$ cat config.mk
export PLATFORM = sky130hd
export DESIGN_NAME = flash_prog_seq
export DESIGN_NICKNAME = d
export VERILOG_FILES = /design/src/rtl/flash_prog_seq.sv
export SDC_FILE = /design/constraint.sdc
export NUM_CORES = 1
export LEC_CHECK = 0
export CORE_MARGIN = 2
export CORE_UTILIZATION = 30
export DETAILED_ROUTE_END_ITERATION = 10
export PLACE_DENSITY_LB_ADDON = 0.25
export SYNTH_ARGS = -nofsm -noshare
export SYNTH_HDL_FRONTEND = slang
export SYNTH_SLANG_ARGS = --single-unit
$ cat constraint.sdc
create_clock -name clock -period 2.96 [get_ports clock]
set_clock_uncertainty 0.2 [all_clocks]
set_input_delay 0.592 -clock clock [delete_from_list [all_inputs] [get_ports clock]]
set_output_delay 0.592 -clock clock [all_outputs]
set_load 0.02 [all_outputs]
$ cat src/rtl/flash_prog_seq.sv
// flash_prog_seq: runs JEDEC-style command cycles on the cartridge flash.
// A host command is captured once. The sequencer then owns the flash bus
// (bus_own) and drives unlock/command/data write cycles, then waits for the
// operation to complete.
// Build option FLASH_TOGGLE_POLL_EN: when defined, completion is detected by
// DQ6 toggle polling with DQ5 timeout detection. When undefined, a fixed
// WAIT_CYC-clock wait is used and error is tied low.
module flash_prog_seq #(
    parameter int unsigned ADDR_WIDTH = 19,
    parameter int unsigned SETUP_CYC  = 1,
    parameter int unsigned PULSE_CYC  = 2,
    parameter int unsigned WAIT_CYC   = 4096
) (
    input  logic                  clock,
    input  logic                  reset,
    input  logic                  cmd_valid,
    output logic                  cmd_ready,
    input  logic [1:0]            cmd_op,
    input  logic [ADDR_WIDTH-1:0] cmd_addr,
    input  logic [7:0]            cmd_data,
    output logic                  bus_own,
    output logic [ADDR_WIDTH-1:0] flash_addr,
    output logic [7:0]            flash_dout,
    input  logic [7:0]            flash_din,
    output logic                  flash_ce,
    output logic                  we,
    output logic                  oe,
    output logic                  done,
    output logic                  error
);

    localparam logic [1:0] OP_PROG = 2'b00;
    localparam logic [1:0] OP_SECT = 2'b01;
    localparam logic [1:0] OP_RST  = 2'b11;

    localparam logic [ADDR_WIDTH-1:0] UNLOCK_1 = ADDR_WIDTH'(11'h555);
    localparam logic [ADDR_WIDTH-1:0] UNLOCK_2 = ADDR_WIDTH'(10'h2AA);

    localparam int unsigned TMAX = (SETUP_CYC > PULSE_CYC) ? SETUP_CYC : PULSE_CYC;
    localparam int unsigned TW   = (TMAX > 1) ? $clog2(TMAX) : 1;
    localparam logic [TW-1:0] SETUP_INIT = TW'(SETUP_CYC - 1);
    localparam logic [TW-1:0] PULSE_INIT = TW'(PULSE_CYC - 1);

    typedef enum logic [3:0] {
        StIdle, StSetup, StPulse, StHold, StWait, StRead, StGap, StDone, StError
    } state_t;

    state_t                  state_q;
    logic [1:0]              op_q;
    logic [ADDR_WIDTH-1:0]   addr_q;
    logic [7:0]              data_q;
    logic [2:0]              idx_q;
    logic [TW-1:0]           tmr_q;
    // Set while the post-error reset cycle runs; its HOLD returns straight to idle.
    logic                    recov_q;

    // {address, data} of write cycle idx for the given operation.
    function automatic logic [ADDR_WIDTH+7:0] cycle_word(
        input logic [1:0]            op,
        input logic [2:0]            idx,
        input logic [ADDR_WIDTH-1:0] tgt,
        input logic [7:0]            pdata
    );
        logic [ADDR_WIDTH-1:0] a;
        logic [7:0]            d;
        a = UNLOCK_1;
        d = 8'hAA;
        if (op == OP_RST) begin
            a = '0;
            d = 8'hF0;
        end else if (op == OP_PROG) begin
            case (idx)
                3'd0:    begin a = UNLOCK_1; d = 8'hAA; end
                3'd1:    begin a = UNLOCK_2; d = 8'h55; end
                3'd2:    begin a = UNLOCK_1; d = 8'hA0; end
                default: begin a = tgt;      d = pdata; end
            endcase
        end else begin
            case (idx)
                3'd0:    begin a = UNLOCK_1; d = 8'hAA; end
                3'd1:    begin a = UNLOCK_2; d = 8'h55; end
                3'd2:    begin a = UNLOCK_1; d = 8'h80; end
                3'd3:    begin a = UNLOCK_1; d = 8'hAA; end
                3'd4:    begin a = UNLOCK_2; d = 8'h55; end
                default: begin
                    if (op == OP_SECT) begin
                        a = tgt;
                        d = 8'h30;
                    end else begin
                        a = UNLOCK_1;
                        d = 8'h10;
                    end
                end
            endcase
        end
        return {a, d};
    endfunction

    function automatic logic is_last(input logic [1:0] op, input logic [2:0] idx);
        if (op == OP_RST) return 1'b1;
        if (op == OP_PROG) return idx >= 3'd3;
        return idx >= 3'd5;
    endfunction

    logic [ADDR_WIDTH+7:0] acc_word;
    logic [ADDR_WIDTH+7:0] nxt_word;
    logic                  cur_last;

    assign acc_word  = cycle_word(cmd_op, 3'd0, cmd_addr, cmd_data);
    assign nxt_word  = cycle_word(op_q, idx_q + 3'd1, addr_q, data_q);
    assign cur_last  = is_last(op_q, idx_q);
    assign cmd_ready = (state_q == StIdle);

`ifdef FLASH_TOGGLE_POLL_EN
    logic [1:0] rd_idx_q;     // 0..3 = RD_A, RD_B, RD_C, RD_D
    logic       phase_q;      // second clock of a read takes the sample
    logic       dq6_first_q;  // DQ6 of RD_A / RD_C
    logic       dq6_second_q; // DQ6 of RD_B / RD_D
    logic       dq5_second_q; // DQ5 of RD_B
    logic       error_q;
    logic       unused_din;

    assign error      = error_q;
    assign unused_din = ^{flash_din[7], flash_din[4:0]};
`else
    localparam int unsigned WW = (WAIT_CYC > 1) ? $clog2(WAIT_CYC) : 1;
    localparam logic [WW-1:0] WAIT_INIT = WW'(WAIT_CYC - 1);

    logic [WW-1:0] wait_q;
    logic          unused_din;

    assign error      = 1'b0;
    assign unused_din = ^flash_din;
`endif

    // Sequencer FSM with all flash-side outputs registered.
    always_ff @(posedge clock or posedge reset) begin
        if (reset) begin
            state_q    <= StIdle;
            op_q       <= '0;
            addr_q     <= '0;
            data_q     <= '0;
            idx_q      <= '0;
            tmr_q      <= '0;
            recov_q    <= 1'b0;
            bus_own    <= 1'b0;
            flash_addr <= '0;
            flash_dout <= '0;
            flash_ce   <= 1'b1;
            we         <= 1'b1;
            oe         <= 1'b1;
            done       <= 1'b0;
`ifdef FLASH_TOGGLE_POLL_EN
            rd_idx_q     <= '0;
            phase_q      <= 1'b0;
            dq6_first_q  <= 1'b0;
            dq6_second_q <= 1'b0;
            dq5_second_q <= 1'b0;
            error_q      <= 1'b0;
`else
            wait_q     <= '0;
`endif
        end else begin
            unique case (state_q)
                StIdle: begin
                    if (cmd_valid) begin
                        op_q                     <= cmd_op;
                        addr_q                   <= cmd_addr;
                        data_q                   <= cmd_data;
                        idx_q                    <= '0;
                        recov_q                  <= 1'b0;
                        bus_own                  <= 1'b1;
                        {flash_addr, flash_dout} <= acc_word;
                        flash_ce                 <= 1'b0;
                        tmr_q                    <= SETUP_INIT;
                        state_q                  <= StSetup;
`ifdef FLASH_TOGGLE_POLL_EN
                        error_q                  <= 1'b0;
`endif
                    end
                end
                StSetup: begin
                    if (tmr_q == '0) begin
                        we      <= 1'b0;
                        tmr_q   <= PULSE_INIT;
                        state_q <= StPulse;
                    end else begin
                        tmr_q <= tmr_q - TW'(1);
                    end
                end
                StPulse: begin
                    if (tmr_q == '0) begin
                        we       <= 1'b1;
                        flash_ce <= 1'b1;
                        state_q  <= StHold;
                    end else begin
                        tmr_q <= tmr_q - TW'(1);
                    end
                end
                StHold: begin
                    if (!cur_last) begin
                        idx_q                    <= idx_q + 3'd1;
                        {flash_addr, flash_dout} <= nxt_word;
                        flash_ce                 <= 1'b0;
                        tmr_q                    <= SETUP_INIT;
                        state_q                  <= StSetup;
                    end else if (recov_q) begin
                        recov_q <= 1'b0;
                        bus_own <= 1'b0;
                        state_q <= StIdle;
                    end else if (op_q == OP_RST) begin
                        done    <= 1'b1;
                        state_q <= StDone;
                    end else begin
`ifdef FLASH_TOGGLE_POLL_EN
                        flash_ce <= 1'b0;
                        oe       <= 1'b0;
                        phase_q  <= 1'b0;
                        rd_idx_q <= '0;
                        state_q  <= StRead;
`else
                        wait_q   <= WAIT_INIT;
                        state_q  <= StWait;
`endif
                    end
                end
`ifdef FLASH_TOGGLE_POLL_EN
                StRead: begin
                    if (!phase_q) begin
                        phase_q <= 1'b1;
                    end else begin
                        if (rd_idx_q[0]) begin
                            dq6_second_q <= flash_din[6];
                            dq5_second_q <= flash_din[5];
                        end else begin
                            dq6_first_q <= flash_din[6];
                        end
                        flash_ce <= 1'b1;
                        oe       <= 1'b1;
                        state_q  <= StGap;
                    end
                end
                // Idle clock between reads; the pair decision is made here.
                StGap: begin
                    if (rd_idx_q[0] && (dq6_second_q == dq6_first_q)) begin
                        done    <= 1'b1;
                        state_q <= StDone;
                    end else if (rd_idx_q == 2'd3) begin
                        error_q <= 1'b1;
                        done    <= 1'b1;
                        state_q <= StError;
                    end else begin
                        flash_ce <= 1'b0;
                        oe       <= 1'b0;
                        phase_q  <= 1'b0;
                        state_q  <= StRead;
                        if (rd_idx_q == 2'd1) begin
                            rd_idx_q <= dq5_second_q ? 2'd2 : 2'd0;
                        end else begin
                            rd_idx_q <= rd_idx_q + 2'd1;
                        end
                    end
                end
                // Report the failure, then issue a reset cycle before going idle.
                StError: begin
                    done       <= 1'b0;
                    op_q       <= OP_RST;
                    idx_q      <= '0;
                    recov_q    <= 1'b1;
                    flash_addr <= '0;
                    flash_dout <= 8'hF0;
                    flash_ce   <= 1'b0;
                    tmr_q      <= SETUP_INIT;
                    state_q    <= StSetup;
                end
`else
                StWait: begin
                    if (wait_q == '0) begin
                        done    <= 1'b1;
                        state_q <= StDone;
                    end else begin
                        wait_q <= wait_q - WW'(1);
                    end
                end
`endif
                StDone: begin
                    done    <= 1'b0;
                    bus_own <= 1'b0;
                    state_q <= StIdle;
                end
                default: begin
                    state_q <= StIdle;
                end
            endcase
        end
    end

endmodule

# == After elaboration in Yosys (flattened, before gate mapping) ==
# Cells that the tools add are included.
# totals
reg_bits,81
latchBits,0
mem_bits_rw,0
rom_bits,0
inputBits,40
elab_cells,127
memories,0
# op_classes
addsub,3
n_mul,0
n_div,0
magnitude_cmp,2
n_eq_ne,23
shifts,0
mux,60
bitwise,0
reduce_logical,25
# ops
operator,count
$pmux 19 s2,3
$mux 19,5
$mux 12,4
$pmux 8 s3,2
$mux 8,4
$pmux 12 s2,1
$ne 2x2->1 const B,11
$mux 1,20
$pmux 4 s5,1
$mux 4,4
$pmux 8 s2,1
$logic_not 12->1,1
$mux 3,4
$reduce_and 3->1,4
$reduce_and 4->1,3
$sub 12x1->12 const B,1
$mux 11,1
$reduce_and 5->1,2
$pmux 1 s3,3
$reduce_bool 3->1,3
$eq 4x2->1 const B,2
$eq 4x3->1 const B,2
$mux 7,1
$eq 3x2->1 const B,2
other kinds (22),28

# == Depth between registers and ports, before layout ==
# Gate-level depths: netlist (run 1).
# logic_depth
word_depth,8
depth_mapped,8

# == Worst setup path after synthesis (run 1) ==
# No wires, ideal clock.
# synth_path
path_type,register -> register
from,register idx_q[0]
to,register flash_addr[0]
setup_ps,130
t_arrival_ps,2174
t_required_ps,2630
slack_ps,457
path_stages_with_launch,8
period_less_slack_ps,2503
cell_sequence,dfrtp_1 -> ha_1 -> ha_1 -> mux2_2 -> or4b_4 -> and2_4 -> o21ai_1 -> a2bb2oi_1
# synth_between
elab_chain_cells,8
# synth_rtl
element,line_no,text
start: declaration,52,logic [2:0] idx_q;
start signal: assignment,202,idx_q <= idx_q + 3'd1;
$add 3x1->3,110,"assign nxt_word = cycle_word(op_q, idx_q + 3'd1, addr_q, data_q);"
$eq 3x2->1 (tied with other cells),79,case (idx)
$reduce_or 3->1 (no line) / $reduce_or 2->1 (equally long branches),n/a,
"$pmux 19 s2, on equally long branches","79, 72",
$mux 19,71,end else if (op == OP_PROG) begin
$mux 19,68,if (op == OP_RST) begin
$mux 19,201,if (!cur_last) begin
$pmux 19 s2,164,unique case (state_q)
end signal: assignment,173,"{flash_addr, flash_dout} <= acc_word;"
end signal: assignment,203,"{flash_addr, flash_dout} <= nxt_word;"
end: declaration,22,"output logic [ADDR_WIDTH-1:0] flash_addr,"
# Several ways; a longest one is shown, not always the timed one. The select of a mux whose other input is x is not followed.
# A chain may end at the register's enable or synchronous reset.

# == Final worst setup path (run 1) ==
# layout_path
from,register state_q[1]
to,output port cmd_ready
# layout_between
elab_chain_cells,1
# layout_rtl
element,line_no,text
start: declaration,48,state_t state_q;
start signal: assignment,139,state_q <= StIdle;
start signal: assignment,176,state_q <= StSetup;
start signal: assignment,186,state_q <= StPulse;
$logic_not 4->1,112,assign cmd_ready = (state_q == StIdle);
end: declaration,17,"output logic cmd_ready,"
# No other way between the ends.

==> flow_summary.json, run 1 <==
{
  "result_of_the_run": "complete, no violations",
  "report.final.setup_viol": 0,
  "detail_route.wl_per_cell_um": 13.8,
  "synth_edf_count": 0,
  "place.detailed.instances": 650,
  "fin_nets": 538,
  "ios": 74,
  "grt_first_pass_wirelength_um": 15800,
  "core_region_area_um2": 12600,
  "globalRouteOverflowTotal": 0,
  "yosys-top-cells-area": "dfrtp_1 50%, nand2_1 11%, o21ai_0 4.2%",
  "drt-vias-per-instance": 4.74,
  "post_synthesis_share_of_cell_area_spent_on_and_or_nand_and_nor_gates_pct": 20.9,
  "root_buffer_cell": "clkbuf_16",
  "finalWorstPathRequiredPeriod_ps": 2590,
  "cts.reportedPaths.clkPinSlew_ps": 60,
  "rsz0062_at_grt": "no",
  "ir_drop_mv": 0.550,
  "synth-async-reset-ratio_pct": 100,
  "remaining_drc_errors": 0,
  "hp-class": "reg -> reg",
  "gp_congestion": 0.824,
  "fmax_mhz": 386,
  "die_height_um": 117,
  "drt_first_pass_iters": 4,
  "leakage_uw": 0.00222,
  "powerDensity_nw_per_um2": 1160,
  "synth_warnings": 1,
  "cp_max_fo": 3,
  "cts_buffer_count": 9,
  "synth.mux.area_fraction_pct": 0.586,
  "final_min_period_over_clock_period_pct": 87.5,
  "synth.avg_cell_area_um2": 9.21,
  "syn_inst": 417,
  "start_util_pct": 30.6,
  "cts_htree_levels": 3,
  "hold_viol": 0,
  "vias_in_the_first_global_route": 3216,
  "post-synth-top-area-fraction_pct": 50.1,
  "syn2layout_area_growth_pct": 30.5,
  "dieWidth_um": 117,
  "fin_setup_tns_ps": 0,
  "timing.slew.headroom_pct": 53.7,
  "post_cts_hold_buffers": 0,
  "antenna_left": 0,
  "clk_path_buf_depth": 2,
  "synth_xor_area_share_pct": 0.456,
  "insertion_delay_ps": 330,
  "path_class": "reg -> out",
  "worst-endpoint-required_ps": 2170,
  "postSynth.topFlopCell": "dfrtp_1",
  "detailroute.via_count": 3157,
  "hpwlAfterDp_um": 6610,
  "clock_sink_count": 79,
  "post_synth_num_cell_types": 57,
  "synth-adder-area-share_pct": 2.93,
  "port_buffers": 63,
  "maxCapViolCount": 0,
  "cp-start-kind": "flop",
  "max_slew.worst_pin.slew_ps": 687,
  "grt_start_max_net_pins": 38,
  "final-max-slew-violation-count": 0,
  "rows": 41,
  "ys_ff_latch": 79,
  "initial_antenna_violation_count": 0,
  "synth_compound_gate_area_share_pct": 20.1,
  "instances_no_fill": 666,
  "drt_iter0_drc": 150,
  "synth_area_leader_cell": "dfrtp_1",
  "route.final.wire_length_um": 9190,
  "dominant_combinational_cell_family_by_area_after_synthesis": "simple AND/OR/NAND/NOR gates",
  "layout-drive-gt1-share_pct": 9.51,
  "postCtsResizedCells": 0,
  "sort_of_element_at_the_end_of_the_critical_path": "primary output",
  "synth.cell_area_um2": 3840,
  "track_usage_pct": 14.7,
  "n_antenna_cell": 0,
  "cts_tree": "yes",
  "sequential_element_share_of_the_synthesized_area_pct": 51.5,
  "arrival_ps": 1800,
  "postCtsSetupBuffers": 0,
  "die-area_um2": 13700
}
-- power by group --
| part | switching (uW) | internal (uW) | total (uW) |
|---|---|---|---|
| clock | 416 | 611 | 1030 |
| sequential | 337 | 1580 | 1920 |
| combinational | 1640 | 1210 | 2860 |
| total | 2400 | 3410 | 5800 |
-- synth_stat cells, drive strengths merged (2+ instances only) --
cell type and instances:
o41ai 2, a22o 10, nand2 116, a21oi 26
buf 8, nand3 15, o31ai 6, and2 3
ha 9, inv 9, o21ai 40, mux2 2
nor3b 2, a211oi 4, o211ai 3, clkbuf 12
a31oi 6, nor2 16, nor3 7, o22ai 2
a2bb2oi 8, dfrtp 77, and3 4, a21o 3
o21a 2, dfstp 2, nor2b 3
-- metrics by stage --
stage          power [uW]  utilization, %  cell area (um2)  hold slack (ps)  worst slack [ps]
2_1_floorplan        3790               -             3850              246               148
3_3_place_gp         4760            37.7             4740              260               438
3_5_place_dp         4800            37.7             4740              263               417
4_1_cts              5870            39.9             5010              278               345
5_1_grt              6310            39.9             5010              304               277
6_report             5800            39.9             5010              275               371
-- cell type report --
cell class	instances	area (um2)
multi-input cells	310	1740
well taps	172	215
inverters	9	35.0
repair buffers	80	771
clock inverters	3	17.5
clock buffers	13	260
flip-flops and latches	79	1980
fillers	1266	7550
-- metal layers --
| layer | up-vias | share of wire [%] | track usage, % |
|---|---|---|---|
| met5 | - | 0 | 0 |
| met4 | 0 | 1.0 | 4.24 |
| met3 | 6 | 3.8 | 3.24 |
| met2 | 55 | 47 | 24.1 |
| met1 | 1496 | 48 | 19.7 |
| li1 | 1600 | - | - |
-- flip-flops by register name, indices dropped and copies added, names as in the netlist --
signal / flops
addr_q: 19
bus_own: 1
data_q: 8
done: 1
flash_addr: 19
flash_ce: 1
flash_dout: 8
idx_q: 3
op_q: 2
state_q: 3
tmr_q: 1
wait_q: 12
we: 1
-- placed cells by master, fill, tap and decap left out, types with 3 or more instances in the layout --
master,instances
a211oi_1,4
a21o_1,3
a21oi_1,24
a22o_1,10
a2bb2oi_1,8
a31oi_1,6
and3_1,4
buf_4,16
clkbuf_16,9
clkdlybuf4s50_1,63
clkinv_2,3
dfrtp_1,77
ha_1,9
inv_1,8
nand2_1,114
nand3_1,14
nor2_1,16
nor2b_1,3
nor3_1,7
o211ai_1,3
o21ai_0,32
o21ai_1,8
o31ai_1,6
-- cell families after synthesis --
family,Yosys count
other cells,1
flops,79
buf+inv,29
fa+ha+maj,9
xor+xnor,2
mux,2
compound gates,119
simple gates,176
-- critical path, stage by stage (launching register included) --
cell,delay [ps]
dfrtp_1,380
nor3_1,400
clkdlybuf4s50_1,690
-- worst paths after layout --
kind                                   startpoint                    endpoint  slack [ps]  depth (start not counted)
setup / recovery           state_q[1]$_DFFE_PP0P_                   cmd_ready         370                          2
hold / removal             addr_q[11]$_DFFE_PP0P_      addr_q[11]$_DFFE_PP0P_         270                          2
setup reg to reg             idx_q[0]$_DFFE_PP0P_  flash_addr[14]$_DFFE_PP0P_         430                          6
hold reg to reg            addr_q[11]$_DFFE_PP0P_      addr_q[11]$_DFFE_PP0P_         270                          2
max in group asynchronous                   reset      addr_q[12]$_DFFE_PP0P_        1560                          3
min in group asynchronous                   reset   flash_dout[2]$_DFFE_PP0P_         410                          2
No activity file was read; power rests on OpenSTA's default activity.
==> run 2: changes to the inputs <==
Settings changed: CORE_UTILIZATION 30 to 52.
==> run 2 against run 1 <==
  * Die area shrank 41%
  * Total power shrank 2.8%
  * Sequential power rose by 5%
  * Combinational power fell by 5%
  * Register-to-register slack lost 120 ps
  * Setup slack lost 180 ps
  * Sequential share of layout area is 1.5 points higher
  * Non-clock buffer count decreased by 6
  * Cell area decreased by 3.6%
  * Via count up 2.2%
  * Clock-buffer cell count stayed put
  * Critical path type unchanged
==> flow_summary.json, run 2 (synthesized netlist as in run 1, its figures left out) <==
{
  "report.final.setup_viol": 0,
  "postCtsResizedCells": 0,
  "root_buffer_cell": "clkbuf_8",
  "hold_path_depth": 2,
  "track_usage_pct": 22.4,
  "detailroute.via_count": 3227,
  "max_slew.worst_pin.slew_ps": 680,
  "grt_first_pass_wirelength_um": 14800,
  "hpwlAfterDp_um": 5980,
  "cts_tree": "yes",
  "cp-start-kind": "flop",
  "final_design_area_no_fill_um2": 4830,
  "cp_max_fo": 16,
  "sort_of_element_at_the_end_of_the_critical_path": "primary output",
  "cts.reportedPaths.clkPinSlew_ps": 70,
  "insertion_delay_ps": 340,
  "final-max-slew-violation-count": 0,
  "clock_sink_count": 79,
  "die-area_um2": 8090,
  "remaining_drc_errors": 0,
  "cp.depth": 2,
  "port_buffers": 63,
  "layout.cells.most_common": "nand2_1",
  "detail_route.wl_per_cell_um": 14.7,
  "clk_path_buf_depth": 2,
  "rsz0062_at_grt": "no",
  "cp_top_family": "buffers and inverters",
  "design_power_total_uw": 5640,
  "drt-vias-per-instance": 5.50,
  "ios": 74,
  "powerDensity_nw_per_um2": 1170,
  "drt_first_pass_iters": 4,
  "worst_reg2reg_setup_slack_ps": 310,
  "globalRouteOverflowTotal": 0,
  "arrival_ps": 1980,
  "cts_htree_levels": 3,
  "ir_drop_mv": 0.606,
  "vias_in_the_first_global_route": 3172,
  "drt_iter0_drc": 161,
  "dieWidth_um": 90.0,
  "cts_buffer_count": 9,
  "syn2layout_area_growth_pct": 25.8,
  "die_height_um": 90.0,
  "worst_r2r_path_depth": 6,
  "fin_nets": 532,
  "final_min_period_over_clock_period_pct": 93.7,
  "result_of_the_run": "complete, no violations",
  "cpMaxStageDelayCell": "clkdlybuf4s50_1",
  "timing.slew.headroom_pct": 54.7,
  "hold_viol": 0,
  "path_class": "reg -> out",
  "grt_start_max_net_pins": 34,
  "post_cts_hold_buffers": 0,
  "critical_path.cell_chain": "nor3_1, clkdlybuf4s50_1",
  "core_region_area_um2": 7210,
  "maxCapViolCount": 0,
  "max_stage_delay_ps": 680,
  "antenna_left": 0,
  "fin_setup_tns_ps": 0,
  "start_util_pct": 53.3,
  "postCtsSetupBuffers": 0,
  "final_cell_mix": "114 x nand2_1, 77 x dfrtp_1, 63 x clkdlybuf4s50_1",
  "route.final.wire_length_um": 8650,
  "dp_area_um2": 4600,
  "initial_antenna_violation_count": 0,
  "crit_buf_inv": 1,
  "layout-drive-gt1-share_pct": 8.61,
  "finalWorstPathRequiredPeriod_ps": 2770,
  "fmax_mhz": 361,
  "worst-endpoint-required_ps": 2170,
  "rows": 31,
  "hold_slack_ps": 275,
  "fillerInstances": 596,
  "leakage_uw": 0.00218,
  "gp_congestion": 0.879,
  "n_antenna_cell": 0,
  "layout_top_registers": "addr_q: 19 flops, flash_addr: 19 flops, wait_q: 12 flops",
  "hp-class": "reg -> reg"
}
## run 2: changes by cell type in the layout (fill, tap and decap cells not counted), sizes merged
cell / delta
clkinv: -2
bufinv: +2
clkinvlp: -1
buf: -6
inv: +1
## run 2: final cells by class
type / count / area, um2 / area share [%]
clock inverter: 3 / 65.1 / 1.35
sequential: 79 / 1980 / 41.0
multi-input combinational: 310 / 1740 / 35.9
inverter: 9 / 33.8 / 0.699
clock buffer: 13 / 169 / 3.50
timing repair buffer: 74 / 726 / 15.0
tap: 99 / 124 / 2.56
## run 2: worst min-delay path, cell delays in order, from the launching register on
cell and delay, ps:
dfrtp_1 340, nand2_1 50, nand2_1 50
## run 2: final timing paths
kind                                        startpoint                    endpoint
worst max-delay path            state_q[1]$_DFFE_PP0P_                   cmd_ready
worst min-delay path             addr_q[0]$_DFFE_PP0P_       addr_q[0]$_DFFE_PP0P_
worst max register to register    idx_q[1]$_DFFE_PP0P_  flash_addr[18]$_DFFE_PP0P_
worst min register to register   addr_q[0]$_DFFE_PP0P_       addr_q[0]$_DFFE_PP0P_
max in group asynchronous                        reset   flash_addr[0]$_DFFE_PP0P_
min in group asynchronous                        reset      addr_q[13]$_DFFE_PP0P_
## run 2: per-layer routing
layer  share of wire [%]  GRT usage [%]  vias up
li1                    -              -     1587
met1                  46           30.3     1552
met2                  48           36.4       77
met3                 4.1           3.94       11
met4                 1.5           8.33        0
met5                   0              0        -
## run 2: where the power goes
group	internal [uW]	switching, uW
registers	1580	429
clock network	544	371
logic	1170	1550
## run 2: per-stage QoR
stage               cells  util (%)  worst slack, ps
detailed placement    571      63.7              346
global placement      571      63.7              367
finish                587      67.0              188
global route          587      67.0             55.9
CTS                   587      67.0              179
floorplan             418         -              148
